### config.mk
export PLATFORM = sky130hd
export DESIGN_NAME = spi_flat
export DESIGN_NICKNAME = d
export VERILOG_FILES = /design/src/rtl/spi_pkg.sv /design/src/rtl/spi_if.sv /design/src/rtl/spi_sync.sv /design/src/rtl/spi.sv /design/src/flat_wrapper.sv
export SDC_FILE = /design/constraint.sdc
export NUM_CORES = 1
export LEC_CHECK = 0
export BUFFER_PORTS_ARGS = -buffer_cell sky130_fd_sc_hd__buf_4
export CAP_MARGIN = 0
export CORE_MARGIN = 1
export CORE_UTILIZATION = 43
export CTS_BUF_LIST = sky130_fd_sc_hd__clkbuf_4
export CTS_CLUSTER_SIZE = 8
export DETAILED_ROUTE_END_ITERATION = 12
export GPL_TIMING_DRIVEN = 0
export SYNTH_ARGS = -nofsm -noshare
export SYNTH_HDL_FRONTEND = slang
export SYNTH_SLANG_ARGS = --single-unit
### constraint.sdc
create_clock -name clk -period 3.34 [get_ports clk]
set_input_delay 0.501 -clock clk [delete_from_list [all_inputs] [get_ports clk]]
set_output_delay 0.501 -clock clk [all_outputs]
set_load 0.03 [all_outputs]
### src/rtl/spi_pkg.sv
// Shared widths, types and the transmit-queue state encoding for the SPI slave.
package spi_pkg;

  localparam int SPI_BYTE_W     = 8;
  localparam int SPI_SYNC_DEPTH = 3;
  localparam int SPI_CNT_W      = $clog2(SPI_BYTE_W);

  typedef logic [SPI_CNT_W-1:0]  bit_count_t;
  typedef logic [SPI_BYTE_W-1:0] spi_byte_t;

  typedef enum logic [1:0] {
    TX_IDLE   = 2'd0,
    TX_PEND   = 2'd1,
    TX_ACTIVE = 2'd2
  } tx_state_t;

  localparam bit_count_t BIT_LAST = bit_count_t'(SPI_BYTE_W - 1);

  function automatic spi_byte_t shift_in(input spi_byte_t cur, input logic bit_in);
    return {cur[SPI_BYTE_W-2:0], bit_in};
  endfunction

endpackage

### src/rtl/spi_if.sv
// Serial pins plus the parallel byte handshake of the SPI slave, with
// master (bench/host) and slave (spi block) views.
interface spi_if;
  import spi_pkg::*;

  logic       SCK;
  logic       MOSI;
  logic       MISO;
  logic       SSEL;
  logic       data_ready;
  spi_byte_t  data_recv;
  spi_byte_t  data_send;
  logic       do_send;
  bit_count_t bit_count_out;
  logic       busy;

  modport slave (
    input  SCK, MOSI, SSEL, data_send, do_send,
    output MISO, data_ready, data_recv, bit_count_out, busy
  );

  modport master (
    output SCK, MOSI, SSEL, data_send, do_send,
    input  MISO, data_ready, data_recv, bit_count_out, busy
  );

endinterface

### src/rtl/spi_sync.sv
// Multi-flop synchroniser for one asynchronous input with edge detection
// taken from the two oldest stages.
module spi_sync
  import spi_pkg::*;
#(
  parameter logic RST_VAL = 1'b0
) (
  input  logic clk,
  input  logic rst,
  input  logic din,
  output logic level,
  output logic rise,
  output logic fall
);

  logic [SPI_SYNC_DEPTH-1:0] sync_q;

  always_ff @(posedge clk or posedge rst) begin
    if (rst) sync_q <= {SPI_SYNC_DEPTH{RST_VAL}};
    else     sync_q <= {sync_q[SPI_SYNC_DEPTH-2:0], din};
  end

  // level is taken from the same stage as the newer edge sample so that
  // data and edge strobes stay aligned
  assign level = sync_q[SPI_SYNC_DEPTH-2];
  assign rise  =  sync_q[SPI_SYNC_DEPTH-2] & ~sync_q[SPI_SYNC_DEPTH-1];
  assign fall  = ~sync_q[SPI_SYNC_DEPTH-2] &  sync_q[SPI_SYNC_DEPTH-1];

endmodule

### src/rtl/spi.sv
// SPI mode-0 slave, MSB first, oversampled on clk with a one-byte transmit queue.
// Build option: SPI_MISO_TRISTATE_EN releases MISO to Z while deselected.
//
// state     | meaning
// TX_IDLE   | no queued byte; byte boundaries load 0x00
// TX_PEND   | byte captured from data_send, waiting for the next boundary
// TX_ACTIVE | queued byte loaded and shifting out; ends with its data_ready
module spi
  import spi_pkg::*;
(
  input logic  clk,
  input logic  rst,
  spi_if.slave bus
);

  logic sck_rise, sck_fall, sck_level_unused;
  logic ssel_level, ssel_fall, ssel_rise_unused;
  logic mosi_level, mosi_rise_unused, mosi_fall_unused;

  spi_sync #(.RST_VAL(1'b0)) u_sync_sck (
    .clk   (clk),
    .rst   (rst),
    .din   (bus.SCK),
    .level (sck_level_unused),
    .rise  (sck_rise),
    .fall  (sck_fall)
  );

  spi_sync #(.RST_VAL(1'b1)) u_sync_ssel (
    .clk   (clk),
    .rst   (rst),
    .din   (bus.SSEL),
    .level (ssel_level),
    .rise  (ssel_rise_unused),
    .fall  (ssel_fall)
  );

  spi_sync #(.RST_VAL(1'b0)) u_sync_mosi (
    .clk   (clk),
    .rst   (rst),
    .din   (bus.MOSI),
    .level (mosi_level),
    .rise  (mosi_rise_unused),
    .fall  (mosi_fall_unused)
  );

  tx_state_t  state_q, state_d;
  bit_count_t bit_count;
  spi_byte_t  rx_shift;
  spi_byte_t  data_recv_q;
  logic       data_ready_q;
  spi_byte_t  tx_shift;
  spi_byte_t  pend_byte;

  logic ssel_active;
  logic byte_done;
  logic boundary;
  logic busy;
  logic send_accept;

  assign ssel_active = ~ssel_level;
  assign byte_done   = ssel_active & sck_rise & (bit_count == BIT_LAST);
  // after the 8th rising edge the counter has wrapped, so a falling edge
  // seen at count 0 inside a frame is always an inter-byte boundary
  assign boundary    = ssel_fall | (ssel_active & sck_fall & (bit_count == '0));
  assign busy        = (state_q != TX_IDLE);
  assign send_accept = bus.do_send & ~busy;

  always_ff @(posedge clk or posedge rst) begin
    if (rst) begin
      bit_count    <= '0;
      rx_shift     <= '0;
      data_recv_q  <= '0;
      data_ready_q <= 1'b0;
    end else begin
      data_ready_q <= byte_done;
      if (!ssel_active) begin
        bit_count <= '0;
        rx_shift  <= '0;
      end else if (sck_rise) begin
        bit_count <= bit_count + 1'b1;
        rx_shift  <= shift_in(rx_shift, mosi_level);
      end
      if (byte_done) data_recv_q <= shift_in(rx_shift, mosi_level);
    end
  end

  always_ff @(posedge clk or posedge rst) begin
    if (rst) begin
      tx_shift  <= '0;
      pend_byte <= '0;
    end else begin
      if (send_accept)
        pend_byte <= bus.data_send;
      else if (boundary && state_q == TX_PEND)
        pend_byte <= '0;

      if (!ssel_active)
        tx_shift <= '0;
      else if (boundary)
        tx_shift <= (state_q == TX_PEND) ? pend_byte : '0;
      else if (sck_fall)
        tx_shift <= {tx_shift[SPI_BYTE_W-2:0], 1'b0};
    end
  end

  always_ff @(posedge clk or posedge rst) begin
    if (rst) state_q <= TX_IDLE;
    else     state_q <= state_d;
  end

  always_comb begin
    state_d = state_q;
    unique case (state_q)
      TX_IDLE:   if (send_accept) state_d = TX_PEND;
      TX_PEND:   if (boundary)    state_d = TX_ACTIVE;
      // deselect mid-byte drops the loaded byte; a byte still in TX_PEND survives
      TX_ACTIVE: if (!ssel_active || data_ready_q) state_d = TX_IDLE;
      default:   state_d = TX_IDLE;
    endcase
  end

  assign bus.data_ready    = data_ready_q;
  assign bus.data_recv     = data_recv_q;
  assign bus.bit_count_out = bit_count;
  assign bus.busy          = busy;

`ifdef SPI_MISO_TRISTATE_EN
  assign bus.MISO = ssel_level ? 1'bz : tx_shift[SPI_BYTE_W-1];
`else
  assign bus.MISO = ssel_level ? 1'b0 : tx_shift[SPI_BYTE_W-1];
`endif

endmodule

### src/flat_wrapper.sv
// flat-port wrapper written by rule: the top's interface ports become plain ports
module spi_flat import spi_pkg::*;
  (clk, rst, bus_SCK, bus_MOSI, bus_SSEL, bus_data_send, bus_do_send, bus_MISO, bus_data_ready, bus_data_recv, bus_bit_count_out, bus_busy);
  spi_if bus_i ();
  input logic clk;
  input logic rst;
  input wire logic [$bits(bus_i.SCK)-1:0] bus_SCK;
  input wire logic [$bits(bus_i.MOSI)-1:0] bus_MOSI;
  input wire logic [$bits(bus_i.SSEL)-1:0] bus_SSEL;
  input wire logic [$bits(bus_i.data_send)-1:0] bus_data_send;
  input wire logic [$bits(bus_i.do_send)-1:0] bus_do_send;
  output wire logic [$bits(bus_i.MISO)-1:0] bus_MISO;
  output wire logic [$bits(bus_i.data_ready)-1:0] bus_data_ready;
  output wire logic [$bits(bus_i.data_recv)-1:0] bus_data_recv;
  output wire logic [$bits(bus_i.bit_count_out)-1:0] bus_bit_count_out;
  output wire logic [$bits(bus_i.busy)-1:0] bus_busy;
  assign bus_i.SCK = bus_SCK;
  assign bus_i.MOSI = bus_MOSI;
  assign bus_i.SSEL = bus_SSEL;
  assign bus_i.data_send = bus_data_send;
  assign bus_i.do_send = bus_do_send;
  assign bus_MISO = bus_i.MISO;
  assign bus_data_ready = bus_i.data_ready;
  assign bus_data_recv = bus_i.data_recv;
  assign bus_bit_count_out = bus_i.bit_count_out;
  assign bus_busy = bus_i.busy;
  spi u_core (.clk(clk), .rst(rst), .bus(bus_i));
endmodule
==> reports/metrics.yaml <==
run_status:
  outcome: "finished clean"
timing:
  max_freq_mhz: 551
  post-route-period-util_pct: 54.4
  period_minus_slack_ns: 1.82
  finalClockSkew_ns: 0.0108
  tightest_slew_ns: 0.892
  slew_headroom_pct: 40.5
  setup_tns_ns: 0
  drv_slew: 0
  finalHoldViolCount: 0
  rsz0062_at_grt: "no"
  setup_viol: 0
synth:
  synth_top_cell_by_area: "dfrtp_1"
  synth_edf_count: 0
  synth_top_cell_area_share_pct: 55.3
  synth_most_common_cell: "dfrtp_1"
  avgSynthCellArea_um2: 11.9
  ys.flop_type: "dfrtp_1"
  async_reset_ff_share_pct: 100
  ys_top_cells_by_area: "dfrtp_1, a21oi_1, mux2_1"
  seq_area_frac_synth_pct: 59.4
  synth_nets: 177
  synth-seq-cells: 45
  netlist-cell-type-count: 29
  synthTopCellsByCount: "dfrtp_1, nand2_1, a21oi_1"
  syn-cell-area_mm2: 0.00190
  syn_inst: 160
  ys_warn_count: 0
clocking:
  cts_hold_buf: 0
  cts-root-buf: "clkbuf_4"
  cts.htree.levels: 2
  cts_tree: "yes"
  clk_latency_ns: 0.36
  cts_resized: 0
  post-cts-setup-buffers: 0
  clk_path_buf_depth: 2
  cts-buffers-inserted: 5
  clk_pin_slew_worst_paths_ns: 0.12
  clock_sinks: 45
run:
  maxCapViolations: 0
detailed_routing:
  wire_per_inst_um: 14.2
  routed_via_density: 5.24
  via_count: 1284
  drc: 0
  dr.pass1.iters: 4
  drt_iter0_markers: 89
  ant_nets: 0
  wl_um: 3470
power_and_ir_drop:
  p_leak_nw: 1.10
  powerDensity_mw_per_mm2: 517
  peakVddDrop_mv: 0.277
  power_w: 0.00115
global_route:
  grt_use_total_pct: 18.3
  antenna_found_initial: 0
  gr-total-overflow: 0
  grt_pass1_vias: 1248
  grt_max_degree: 46
  grt_pass1_wl_um: 5970
place:
  dp_hpwl_um: 2330
  gp_congestion: 0.736
  port_buffers: 27
final_layout:
  multiInputGateArea_um2: 691
  final_nets: 211
  drive_gt1_share_pct: 27.2
  ff_latch_area_mm2: 0.00113
  fin_util_pct: 54.0
  fill_cells: 391
  syn_to_final_growth_pct: 16.9
  antenna_cells: 0
setup_path:
  crit_path_top_delay_cell: "dfrtp_1"
  required_ns: 2.84
  worstSetupPathType: "reg -> out"
  crit_fanout: 7
  cp_data_arrival_time_ns: 1.32
  end_kind: "primary output"
  path_cells: "or2_2 -> buf_4"
  start_kind: "flop"
  max_stage_delay_ns: 0.46
min_path:
  hold_path.class: "in -> reg"
floorplan:
  rows: 23
  initial_core_util_pct: 46.2
  die_x_um: 68.5
  die_h_um: 68.5
  ioPinCount: 28
  die-area_mm2: 0.00469
  coreArea_mm2: 0.00412
[per-layer routing]
layer	vias up	wire length, um	share of wire, %	GRT usage (%)
met2	38	1500	43	27.3
li1	634	-	-	-
met4	0	61	1.8	7.81
met5	-	0	0	0
met1	606	1700	49	24.0
met3	6	206	5.9	6.41
[cell usage in the layout, fill, tap and decap left out, types with 2 or more instances in the layout]
cell       synthesis  routed
nand2b_1           2       2
o2bb2ai_1          7       7
nor2b_1            3       3
inv_1              5       4
nor2_1             8       8
nand2_1           22      22
o21ai_1            2       2
dfstp_2            3       3
a21oi_1           19      19
mux2_1             8       8
clkbuf_4           0       7
buf_4              2      29
ha_1               3       3
dfrtp_1           42      42
a22o_1             8       8
buf_2              5       5
o211a_1            7       7
clkbuf_1           2       2
inv_2              1       2
[worst max-delay path, delay by kind of cell, from the launching register on]
family | cells | cell delay, ns
buffers and inverters | 1 | 0.17
AND/OR/NAND/NOR | 1 | 0.32
flip-flops | 1 | 0.46
[cells by family (layout without fill, tap and decap cells)]
group                    count (synthesis)  after routing  synth area share (%)
AO/OA/AOI/OAI                           48             48                  19.7
adder cells (fa/ha/maj)                  3              3                  1.97
buffers and inverters                   16             51                  4.28
flip-flops                              45             45                  59.4
multiplexers                             8              8                  4.74
AND/OR/NAND/NOR                         40             40                  9.87
[path summary, 6_finish.rpt]
kind | from | end | slack [ns] | cells past startpoint
worst max-delay path | u_core.state_q[0] | bus_busy | 1.52 | 2
worst min-delay path | bus_SSEL | u_core.u_sync_ssel.sync_q[0] | 0.24 | 1
worst max register to register | u_core.bus.bit_count_out[0] | u_core.pend_byte[3] | 1.74 | 5
worst min register to register | u_core.u_sync_sck.sync_q[0] | u_core.u_sync_sck.sync_q[1] | 0.36 | 0
max in group asynchronous | rst | u_core.bus.data_recv[1] | 2.46 | 2
min in group asynchronous | rst | u_core.bus.data_recv[2] | 0.33 | 2
[layout make-up]
| class | count | area share (%) |
|---|---|---|
| flip-flops and latches | 45 | 50.8 |
| multi-input cells | 99 | 31.1 |
| repair buffers | 27 | 9.12 |
| well taps | 50 | 2.81 |
| plain buffers | 10 | 2.64 |
| clock buffers | 7 | 2.36 |
| inverters | 6 | 1.01 |
| clock inverters | 1 | 0.169 |
[state kept, by name, indices dropped and copies added, names as in the netlist]
register	count
u_core.bus.data_recv	8
u_core.pend_byte	8
u_core.tx_shift	8
u_core.rx_shift	7
u_core.bus.bit_count_out	3
u_core.u_sync_sck.sync_q	3
u_core.u_sync_ssel.sync_q	3
u_core.state_q	2
u_core.u_sync_mosi.sync_q	2
u_core.bus.data_ready	1
[where the power goes]
| part | switching, W | internal [W] | total, W | leakage, nW |
|---|---|---|---|---|
| registers | 0.0000458 | 0.000609 | 0.000655 | 0.590 |
| clock network | 0.000165 | 0.0000974 | 0.000263 | 0.0338 |
| logic | 0.000122 | 0.000109 | 0.000231 | 0.479 |
| total | 0.000333 | 0.000816 | 0.00115 | 1.10 |
[metrics by stage]
| step | area, um^2 | cells | worst slack (ns) | hold WS, ns |
|---|---|---|---|---|
| final | 2220 | 245 | 1.52 | 0.239 |
| after global routing | 2220 | 245 | 1.44 | 0.203 |
| after CTS | 2220 | 245 | 1.51 | 0.228 |
| after detailed placement | 2170 | 237 | 1.75 | 0.337 |
| after global placement | 2170 | 237 | 1.27 | 0.333 |
| after floorplan | 1900 | 160 | 1.71 | 0.331 |
Power figures use the tool's default switching activity.
